$ cat config.mk
export PLATFORM = sky130hd
export DESIGN_NAME = main_fsm
export DESIGN_NICKNAME = d
export VERILOG_FILES = /design/src/rtl/main_fsm.sv
export SDC_FILE = /design/constraint.sdc
export NUM_CORES = 1
export LEC_CHECK = 0
export ABC_AREA = 0
export CAP_MARGIN = 25
export CORE_UTILIZATION = 35
export CTS_BUF_LIST = sky130_fd_sc_hd__clkbuf_4 sky130_fd_sc_hd__clkbuf_8 sky130_fd_sc_hd__clkbuf_16
export CTS_CLUSTER_SIZE = 12
export DETAILED_ROUTE_END_ITERATION = 8
export GPL_ROUTABILITY_DRIVEN = 0
export HOLD_SLACK_MARGIN = 0.1
export PLACE_DENSITY = 0.75
export SYNTH_ARGS = -nofsm -noshare
export SYNTH_HDL_FRONTEND = slang
export SYNTH_SLANG_ARGS = --single-unit
$ cat constraint.sdc
create_clock -name clk_i -period 1.3 [get_ports clk_i]
set_input_delay 0.39 -clock clk_i [delete_from_list [all_inputs] [get_ports clk_i]]
set_output_delay 0.39 -clock clk_i [all_outputs]
set_load 0.02 [all_outputs]
$ cat src/rtl/main_fsm.sv
// -----------------------------------------------------------------------------
// main_fsm -- multicycle RISC-V control state machine
//
// Sequences each instruction through fetch / decode / execute / memory /
// writeback, driving the datapath mux selects, write strobes and the 2-bit
// ALUOp hint consumed by the ALU decoder. Every instruction fetch and every
// data access waits on mem_ready_i before completing.
//
// Optional feature macro: UPPER_IMM_EN
//   defined   : LUI (0110111) and AUIPC (0010111) are executed through the
//               LUI / AUIPC states and use the U-type immediate.
//   undefined : both opcodes are unsupported and lead to TRAP.
//
// Ports
//   clk_i         clock, all state changes on the rising edge
//   reset_i       synchronous, active-high reset
//   op_i          instr[6:0] from IR
//   funct3_i      instr[14:12]; bit 0 selects BNE vs BEQ
//   zero_i        ALU Zero flag
//   mem_ready_i   memory completes the current access this cycle
//   pc_write_o    PC load = pc_update | (branch & taken)
//   adr_src_o     memory address select: 0 PC, 1 ALUOut
//   mem_write_o   data-memory write strobe
//   ir_write_o    load IR and OldPC
//   reg_write_o   register-file write
//   result_src_o  00 ALUOut, 01 Data, 10 ALUResult
//   alu_src_a_o   00 PC, 01 OldPC, 10 rs1, 11 zero
//   alu_src_b_o   00 rs2, 01 ImmExt, 10 constant 4
//   imm_src_o     000 I, 001 S, 010 B, 011 J, 100 U (combinational from op_i)
//   alu_op_o      00 add, 01 subtract/compare, 10 funct-decoded
//   illegal_o     sticky flag: an unsupported opcode has been decoded
//   state_dbg_o   current state encoding
// -----------------------------------------------------------------------------
module main_fsm #(
   parameter int STATE_W = 4
) (
   input  logic               clk_i,
   input  logic               reset_i,
   input  logic [6:0]         op_i,
   input  logic [2:0]         funct3_i,
   input  logic               zero_i,
   input  logic               mem_ready_i,
   output logic               pc_write_o,
   output logic               adr_src_o,
   output logic               mem_write_o,
   output logic               ir_write_o,
   output logic               reg_write_o,
   output logic [1:0]         result_src_o,
   output logic [1:0]         alu_src_a_o,
   output logic [1:0]         alu_src_b_o,
   output logic [2:0]         imm_src_o,
   output logic [1:0]         alu_op_o,
   output logic               illegal_o,
   output logic [STATE_W-1:0] state_dbg_o
);

   // Opcodes
   localparam logic [6:0] OP_LOAD   = 7'b0000011;
   localparam logic [6:0] OP_STORE  = 7'b0100011;
   localparam logic [6:0] OP_RTYPE  = 7'b0110011;
   localparam logic [6:0] OP_ITYPE  = 7'b0010011;
   localparam logic [6:0] OP_JAL    = 7'b1101111;
   localparam logic [6:0] OP_BRANCH = 7'b1100011;
   localparam logic [6:0] OP_LUI    = 7'b0110111;
   localparam logic [6:0] OP_AUIPC  = 7'b0010111;

   typedef enum logic [STATE_W-1:0] {
      S_FETCH    = STATE_W'(0),
      S_DECODE   = STATE_W'(1),
      S_MEMADR   = STATE_W'(2),
      S_MEMREAD  = STATE_W'(3),
      S_MEMWB    = STATE_W'(4),
      S_MEMWRITE = STATE_W'(5),
      S_EXECR    = STATE_W'(6),
      S_ALUWB    = STATE_W'(7),
      S_EXECI    = STATE_W'(8),
      S_JAL      = STATE_W'(9),
      S_BRANCH   = STATE_W'(10),
      S_LUI      = STATE_W'(11),
      S_AUIPC    = STATE_W'(12),
      S_TRAP     = STATE_W'(13)
   } state_t;

   state_t state_q, state_d;
   logic   illegal_q, illegal_d;

   // Internal strobes combined into pc_write_o
   logic pc_update;
   logic branch;
   logic taken;

   // funct3[2:1] are not needed for BEQ/BNE selection
   logic unused_funct3;
   assign unused_funct3 = ^funct3_i[2:1];

   // --------------------------------------------------------------------------
   // State and sticky illegal flag
   // --------------------------------------------------------------------------
   always_ff @(posedge clk_i) begin
      if (reset_i) begin
         state_q   <= S_FETCH;
         illegal_q <= 1'b0;
      end else begin
         state_q   <= state_d;
         illegal_q <= illegal_d;
      end
   end

   // --------------------------------------------------------------------------
   // Next state and Moore outputs
   // --------------------------------------------------------------------------
   always_comb begin
      state_d      = state_q;
      adr_src_o    = 1'b0;
      mem_write_o  = 1'b0;
      ir_write_o   = 1'b0;
      reg_write_o  = 1'b0;
      result_src_o = 2'b00;
      alu_src_a_o  = 2'b00;
      alu_src_b_o  = 2'b00;
      alu_op_o     = 2'b00;
      pc_update    = 1'b0;
      branch       = 1'b0;
      // BNE inverts the sense of Zero
      taken        = zero_i ^ funct3_i[0];

      case (state_q)
         S_FETCH: begin
            // ALU computes PC+4 while memory returns the instruction
            alu_src_b_o  = 2'b10;
            result_src_o = 2'b10;
            if (mem_ready_i) begin
               ir_write_o = 1'b1;
               pc_update  = 1'b1;
               state_d    = S_DECODE;
            end
         end

         S_DECODE: begin
            // OldPC + imm precomputes branch/JAL target into ALUOut
            alu_src_a_o = 2'b01;
            alu_src_b_o = 2'b01;
            case (op_i)
               OP_LOAD,
               OP_STORE:  state_d = S_MEMADR;
               OP_RTYPE:  state_d = S_EXECR;
               OP_ITYPE:  state_d = S_EXECI;
               OP_JAL:    state_d = S_JAL;
               OP_BRANCH: state_d = S_BRANCH;
`ifdef UPPER_IMM_EN
               OP_LUI:    state_d = S_LUI;
               OP_AUIPC:  state_d = S_AUIPC;
`endif
               default:   state_d = S_TRAP;
            endcase
         end

         S_MEMADR: begin
            alu_src_a_o = 2'b10;
            alu_src_b_o = 2'b01;
            state_d     = (op_i == OP_STORE) ? S_MEMWRITE : S_MEMREAD;
         end

         S_MEMREAD: begin
            adr_src_o = 1'b1;
            if (mem_ready_i) begin
               state_d = S_MEMWB;
            end
         end

         S_MEMWB: begin
            result_src_o = 2'b01;
            reg_write_o  = 1'b1;
            state_d      = S_FETCH;
         end

         S_MEMWRITE: begin
            adr_src_o = 1'b1;
            // Write strobe only on the cycle memory accepts it
            mem_write_o = mem_ready_i;
            if (mem_ready_i) begin
               state_d = S_FETCH;
            end
         end

         S_EXECR: begin
            alu_src_a_o = 2'b10;
            alu_op_o    = 2'b10;
            state_d     = S_ALUWB;
         end

         S_ALUWB: begin
            reg_write_o = 1'b1;
            state_d     = S_FETCH;
         end

         S_EXECI: begin
            alu_src_a_o = 2'b10;
            alu_src_b_o = 2'b01;
            alu_op_o    = 2'b10;
            state_d     = S_ALUWB;
         end

         S_JAL: begin
            // PC <- ALUOut (target), ALU forms OldPC+4 for rd
            alu_src_a_o = 2'b01;
            alu_src_b_o = 2'b10;
            pc_update   = 1'b1;
            state_d     = S_ALUWB;
         end

         S_BRANCH: begin
            alu_src_a_o = 2'b10;
            alu_op_o    = 2'b01;
            branch      = 1'b1;
            state_d     = S_FETCH;
         end

`ifdef UPPER_IMM_EN
         S_LUI: begin
            // zero + imm
            alu_src_a_o = 2'b11;
            alu_src_b_o = 2'b01;
            state_d     = S_ALUWB;
         end

         S_AUIPC: begin
            alu_src_a_o = 2'b01;
            alu_src_b_o = 2'b01;
            state_d     = S_ALUWB;
         end
`endif

         S_TRAP: begin
            state_d = S_TRAP;
         end

         default: begin
            state_d = S_FETCH;
         end
      endcase

      // Reset kills every strobe in the same cycle, even mid-access
      if (reset_i) begin
         state_d     = S_FETCH;
         ir_write_o  = 1'b0;
         mem_write_o = 1'b0;
         reg_write_o = 1'b0;
         pc_update   = 1'b0;
         branch      = 1'b0;
      end

      pc_write_o = pc_update | (branch & taken);
      // Flag rises on the same edge that enters TRAP
      illegal_d  = illegal_q | (state_d == S_TRAP);
   end

   // --------------------------------------------------------------------------
   // Immediate format select, decoded straight from the opcode
   // --------------------------------------------------------------------------
   always_comb begin
      imm_src_o = 3'b000;
      case (op_i)
         OP_STORE:  imm_src_o = 3'b001;
         OP_BRANCH: imm_src_o = 3'b010;
         OP_JAL:    imm_src_o = 3'b011;
`ifdef UPPER_IMM_EN
         OP_LUI,
         OP_AUIPC:  imm_src_o = 3'b100;
`endif
         default:   imm_src_o = 3'b000;
      endcase
   end

   assign illegal_o   = illegal_q;
   assign state_dbg_o = state_q;

endmodule

==> impl_results.md, run 1 <==
- Status: finished with violations
- Failing checks: negative setup slack
- Total DRC errors in the routed layout: 0
- Placed wire-length estimate: roughly 1900 um
- P&R area growth vs syn: 142%
- Effective utilization at floorplan: 38.1%
- Timing-limited maximum frequency: 556 MHz
- Global-route wire length before repair: 5430 um
- Cell at the slowest stage of the critical path: sky130_fd_sc_hd__dfxtp_4
- Category of the critical setup timing path: reg2out
- Critical path endpoint category: output pin
- Worst-path cell chain: buf_8, buf_4, buf_6, nor3_2, buf_4
- Overall die width: roughly 46 um
- Reported leakage power: slightly above 0.7 nW
- Number of H-tree branching levels: 1
- Clock network latency to the later pin of the worst-skew pair: ~0.25 ns
- Number of buffers created by CTS: 3
- Post-CTS Hold Buffers: 0
- Top-area cell type share of the netlist area: 14.9%
- Total clock sinks: 5
- Met3 WL post-DR: roughly 320 um
- Maximum net fanout on the critical path: 4
- Max incr delay on CP: 0.37 ns
- Max clock buf depth: 2
- MaxCap Viol Count: 0
- Pin count of the biggest net entering global routing: 9
- Sequential-to-total area share from yosys stat: 14.9%
- Cell type contributing the most total cell area after synthesis: sky130_fd_sc_hd__dfxtp_1
- Core outline area: around 0.0018 sq mm
- Synth Warn #: 0
- Clock tree skew after final layout: about 0.0054 ns
- Fraction of layout instances using a drive strength above 1: 75.6%
- Clock period minus final worst setup slack: ~1.8 ns
- Buffers added on ports: 31
- Power density over the cells: just over 2000 mW/mm^2
- Post-Synthesis Mean Instance Area: 7.64 sq um
- Pre-Repair DR Iteration Count: 4
- Count of unique library cells instantiated by Yosys: 42
- Setup repair after global routing missed its margin: true
- Number of endpoints with negative hold slack in the final report: 0
- I/O pin cnt: 35
- Total detailed-routing wirelength: roughly 4200 um
- Vias: 1103
- Gate count of the mapped netlist: 88
- Reg-to-reg critical path endpoint: illegal_o
- Post-layout power: 3.27 mW
- Via density per instance: 5.96
- Area enclosed by the die boundary: 0.00210 sq mm
- Startpoint kind of the worst setup timing path: flip-flop
- HP Start: illegal_o
- Clk pin slew, worst setup/hold paths: 0.05 ns
- Post-synthesis register bit count: 5
- CTS Root Cell: sky130_fd_sc_hd__clkbuf_4
- Met1 Wirelength: 1520 um
- VDD IR-drop max: between 0.0015 and 0.002 V
- Mapped cell area: 672 sq um
- Reg-to-reg setup timing slack: -0.46 ns
- Post-route worst setup slack: -0.500 ns
- Worst Reg-to-Reg Cells: 6
- TritonCTS clock tree: yes
- Overall overflow remaining after global route: 0
- Top cells by area, synth: sky130_fd_sc_hd__dfxtp_1 (15%), sky130_fd_sc_hd__a21oi_1 (5.2%), sky130_fd_sc_hd__nor3_1 (5.2%)
- Worst hold path type: reg2reg
- Net count after synthesis: 102
- Routed wire length on met2: 2160 um
- First-iteration detailed-routing DRC count: 51
- Worst reg2reg startpoint: state_dbg_o[3]
- Final period util: 138%
- WL/cell: between 20 and 25 um
- Hold slack final: 0.496 ns
- Topmost layer with routed signal wires: met4
- Via count of the first global-routing pass: 1074
- Post-route ant nets: 0
- Hold path cells: 2
- Overall die height: around 46 um
- Most numerous cell on the critical path: sky130_fd_sc_hd__buf_4
- Total global-route track usage: 37.8%
- Required arrival time at the worst endpoint: approximately 0.91 ns
- WP data arrival: approximately 1.4 ns
- End of the worst hold path: illegal_o
- Setup Viol. Count Final: 22
- Number of antenna diodes: 0
- Number of antenna violations at the first check in global routing: 0
- Site row count: 15
- # nets final: roughly 180
- Final max-slew violation count: 0
[worst max path at each step]
stage / startpoint / to / slack (ns) / depth (start not counted)
floorplan: state_dbg_o[3] / ir_write_o / -0.36 / 3
global placement: op_i[3] / imm_src_o[0] / -1.07 / 4
detailed placement: op_i[3] / imm_src_o[0] / -1.12 / 4
CTS: state_dbg_o[1] / pc_write_o / -0.45 / 5
global route: state_dbg_o[1] / pc_write_o / -0.50 / 5
finish: state_dbg_o[1] / alu_src_b_o[1] / -0.50 / 5
[state kept, by name, summed over array words and instances (netlist names)]
name,cells
state_dbg_o,4
illegal_o,1
[area by class of cell]
| cell class | count | area, sq um |
|---|---|---|
| flip-flops and latches | 5 | 115 |
| clock buffers | 4 | 30.0 |
| fillers | 72 | 141 |
| multi-input cells | 70 | 752 |
| inverters | 5 | 18.8 |
| repair buffers | 76 | 676 |
| well taps | 25 | 31.3 |
[routing by layer]
metal / vias up / GRT usage [%]
met3: 26 / 5.95
met5: - / 0
li1: 464 / -
met2: 86 / 64.9
met1: 527 / 42.8
met4: 0 / 24.7
[Yosys cell counts (all sizes together)]
| cell | number |
|---|---|
| a21oi | 8 |
| nor3 | 8 |
| buf | 6 |
| nand2b | 6 |
| dfxtp | 5 |
| inv | 5 |
| nand2 | 5 |
| nor2 | 5 |
| nor2b | 3 |
| nor3b | 3 |
| o22ai | 3 |
| xor2 | 3 |
| clkbuf | 2 |
| nand3 | 2 |
| nor4 | 2 |
| o21ai | 2 |
| or3 | 2 |
| a2111oi | 1 |
| a21bo | 1 |
| a311o | 1 |
| a311oi | 1 |
| and3 | 1 |
| conb | 1 |
| maj3 | 1 |
| mux2 | 1 |
| mux2i | 1 |
| nand4b | 1 |
| nand4bb | 1 |
| nor4b | 1 |
| o21a | 1 |
| o21ba | 1 |
| o221a | 1 |
| o32a | 1 |
| o41ai | 1 |
| xnor2 | 1 |
[through the flow]
step	instance area (sq um)	instances	util [%]	TNS, ns	worst slack, ns
3_5_place_dp	1360	166	77.0	-14.48	-1.12
5_1_grt	1620	185	92.0	-7.99	-0.500
2_1_floorplan	877	88	-	-2.58	-0.361
6_report	1620	185	92.0	-7.50	-0.500
4_1_cts	1600	183	90.6	-6.97	-0.454
3_3_place_gp	1360	166	77.0	-14.12	-1.07
[where the power goes]
part	internal (mW)	switching [mW]	leakage, nW
logic	1.36	1.35	0.650
registers	0.232	0.117	0.0438
clock network	0.137	0.0684	0.0184
total	1.73	1.54	0.712
[cell usage in the layout (no fill, tap or decap), types with 2 or more instances in the layout]
cell type,n
sky130_fd_sc_hd__buf_4,38
sky130_fd_sc_hd__buf_6,24
sky130_fd_sc_hd__buf_2,6
sky130_fd_sc_hd__inv_1,5
sky130_fd_sc_hd__nand2b_4,5
sky130_fd_sc_hd__nor3_2,4
sky130_fd_sc_hd__a21oi_2,4
sky130_fd_sc_hd__nand2_1,4
sky130_fd_sc_hd__clkbuf_4,4
sky130_fd_sc_hd__dlygate4sd2_1,4
sky130_fd_sc_hd__dfxtp_4,4
sky130_fd_sc_hd__nor3_4,3
sky130_fd_sc_hd__a21oi_1,3
sky130_fd_sc_hd__nor2_1,3
sky130_fd_sc_hd__xor2_1,2
sky130_fd_sc_hd__nand3_1,2
sky130_fd_sc_hd__or3_4,2
sky130_fd_sc_hd__nor4_4,2
sky130_fd_sc_hd__nor2b_4,2
sky130_fd_sc_hd__nor3b_4,2
sky130_fd_sc_hd__o21ai_2,2
sky130_fd_sc_hd__o22ai_2,2
sky130_fd_sc_hd__buf_8,2
[critical path, delay by kind of cell (launching register included)]
kind / cells / cell delay (ns)
buf+inv: 4 / 0.59
flops: 1 / 0.37
simple gates: 1 / 0.21
[cells by family (layout without fill, tap and decap cells)]
group	count (synthesis)	in the layout	share of synthesized area (%)
muxes	2	2	3.17
buffers and inverters	13	85	10.1
DFF	5	5	14.9
other	1	1	0.558
and+or+nand+nor	40	40	36.3
xor gates and xnor gates	4	4	5.22
AOI/OAI and AO/OA	22	22	28.3
adders and majority gates	1	1	1.49
[what timing repair did]
item | 4_1_cts | 5_1_grt
resized for setup | 169 | 10
endpoints found under the setup margin | 25 | 23
pin swaps | 16 | 10
setup buffers | 13 | 4
(Power assumes the default switching activity.)
==> inputs of run 2 (changes only) <==
- RECOVER_POWER: not set -> 100
==> run 2 against run 1 <==
The run still ends with negative setup slack left. Largest cell class unchanged. Clock skew increased by 0.0012 ns. Utilization fell by 0.071 points. Die area is the same. Setup slack better by 0.0085 ns. Global-route usage did not move. Maximum frequency is 0.47% higher. Final area about the same. Total power about the same. Non-clock buffer count did not move. Clock power about the same. Register-to-register slack is essentially flat.
==> impl_results.md, run 2 (synthesis results as in run 1) <==
- Status: finished with violations
- Failing checks: negative setup slack
- Post-route ant nets: 0
- Via count of the first global-routing pass: 1074
- Max clock buf depth: 2
- Core outline area: 0.00176 sq mm
- Timing-limited maximum frequency: 558 MHz
- Clock period minus final worst setup slack: 1.79 ns
- Critical path endpoint category: output pin
- Pre-Repair DR Iteration Count: 4
- Cells after DPL: roughly 170
- Category of the critical setup timing path: reg2out
- Overall die height: 45.8 um
- Worst hold path type: reg2reg
- Most frequent cells in the layout: sky130_fd_sc_hd__buf_4 (38), sky130_fd_sc_hd__buf_6 (24), sky130_fd_sc_hd__inv_1 (5), sky130_fd_sc_hd__nand2b_4 (5), sky130_fd_sc_hd__buf_2 (5)
- Site row count: 15
- Global-route wire length before repair: 5430 um
- Setup repair after global routing missed its margin: true
- Cell area after placement: 0.00136 sq mm
- CTS Root Cell: sky130_fd_sc_hd__clkbuf_4
- Number of antenna violations at the first check in global routing: 0
- # nets final: 175
- Reported leakage power: just over 0.7 nW
- First-iteration detailed-routing DRC count: 51
- Most common library cell in the layout ignoring fill and taps: sky130_fd_sc_hd__buf_4
- Overall overflow remaining after global route: 0
- Fill count: 72
- WP data arrival: between 1 and 1.5 ns
- Number of H-tree branching levels: 1
- Design area: approximately 0.0016 sq mm
- Number of antenna diodes: 0
- Clock network latency to the later pin of the worst-skew pair: 0.25 ns
- Total clock sinks: 5
- Final period util: 138%
- Post-route worst setup slack: -0.492 ns
- Required arrival time at the worst endpoint: 0.91 ns
- Final max-slew violation count: 0
- Total global-route track usage: 37.8%
- Buffers added on ports: 31
- Area enclosed by the die boundary: 0.00210 sq mm
- Pin count of the biggest net entering global routing: 9
- Clk pin slew, worst setup/hold paths: 0.05 ns
- Post-CTS Hold Buffers: 0
- Maximum net fanout on the critical path: 4
- VDD IR-drop max: 0.00160 V
- Effective utilization at floorplan: between 30% and 40%
- Power density over the cells: 2020 mW/mm^2
- Via density per instance: 6.00
- Max FFs per register: 4
- Placed wire-length estimate: 1890 um
- Number of buffers created by CTS: 3
- WL/cell: approximately 23 um
- Startpoint kind of the worst setup timing path: flip-flop
- I/O pin cnt: 35
- TNS Setup: -7.49 ns
- Vias: 1110
- Total DRC errors in the routed layout: 0
- Fraction of layout instances using a drive strength above 1: 75.0%
- Cell Count, Final, Fillers Out: about 190
- Total detailed-routing wirelength: 4270 um
- Setup Viol. Count Final: 22
- Setup Slack @ Placement: -1.12 ns
- Number of endpoints with negative hold slack in the final report: 0
- Post-layout power: 3.27 mW
- Clock tree skew after final layout: 0.00667 ns
- Overall die width: 45.8 um
- TritonCTS clock tree: yes
- MaxCap Viol Count: 0
- P&R area growth vs syn: 141%
## run 2: changes by cell type in the layout (fill, tap and decap cells not counted)
cell,change
sky130_fd_sc_hd__buf_2,-1
sky130_fd_sc_hd__clkbuf_1,+1
## run 2: per-layer routing
layer	part of all wire (%)	routed length, um	GRT usage [%]	vias to the layer above
met1	37	1580	42.8	528
met2	50	2140	64.9	86
met4	6.3	271	24.7	0
met5	0	0	0	-
met3	6.6	283	5.95	30
li1	-	-	-	466
## run 2: path summary, 6_finish.rpt
kind | cells past startpoint | from | slack [ns] | end
max reg2reg | 7 | state_dbg_o[1] | -0.45 | state_dbg_o[1]
min | 2 | illegal_o | 0.50 | illegal_o
max | 5 | state_dbg_o[1] | -0.49 | alu_src_b_o[1]
min reg2reg | 2 | illegal_o | 0.50 | illegal_o
## run 2: critical path, stage by stage, from the launching register on
cell                      delay [ns]
sky130_fd_sc_hd__dfxtp_4        0.37
sky130_fd_sc_hd__buf_8          0.14
sky130_fd_sc_hd__buf_4          0.14
sky130_fd_sc_hd__buf_6          0.12
sky130_fd_sc_hd__nor3_2         0.20
sky130_fd_sc_hd__buf_4          0.18
## run 2: per-stage QoR
| stage | utilization (%) | hold WS, ns |
|---|---|---|
| after CTS | 90.6 | 0.491 |
| after global placement | 77.0 | 0.465 |
| after global routing | 91.9 | 0.520 |
| after detailed placement | 77.0 | 0.480 |
| after floorplan | - | 0.459 |
| final | 91.9 | 0.501 |
## run 2: power breakdown
part / switching [mW] / internal (mW)
combinational: 1.36 / 1.36
clock: 0.0695 / 0.137
sequential: 0.117 / 0.232
total: 1.54 / 1.73
## run 2: what timing repair did
action / CTS / global route
pin swaps: 16 / 10
gates resized for setup: 169 / 10
endpoints found under the setup margin: 25 / 23
buffers inserted: 13 / 4
## run 2: cell type report
type                            count  area, sq um  share of cell area [%]
Multi-Input combinational cell     70          752                    46.4
Sequential cell                     5          115                    7.10
Clock buffer                        4         30.0                    1.85
Timing Repair Buffer               76          674                    41.6
Inverter                            5         18.8                    1.16
Tap cell                           25         31.3                    1.93
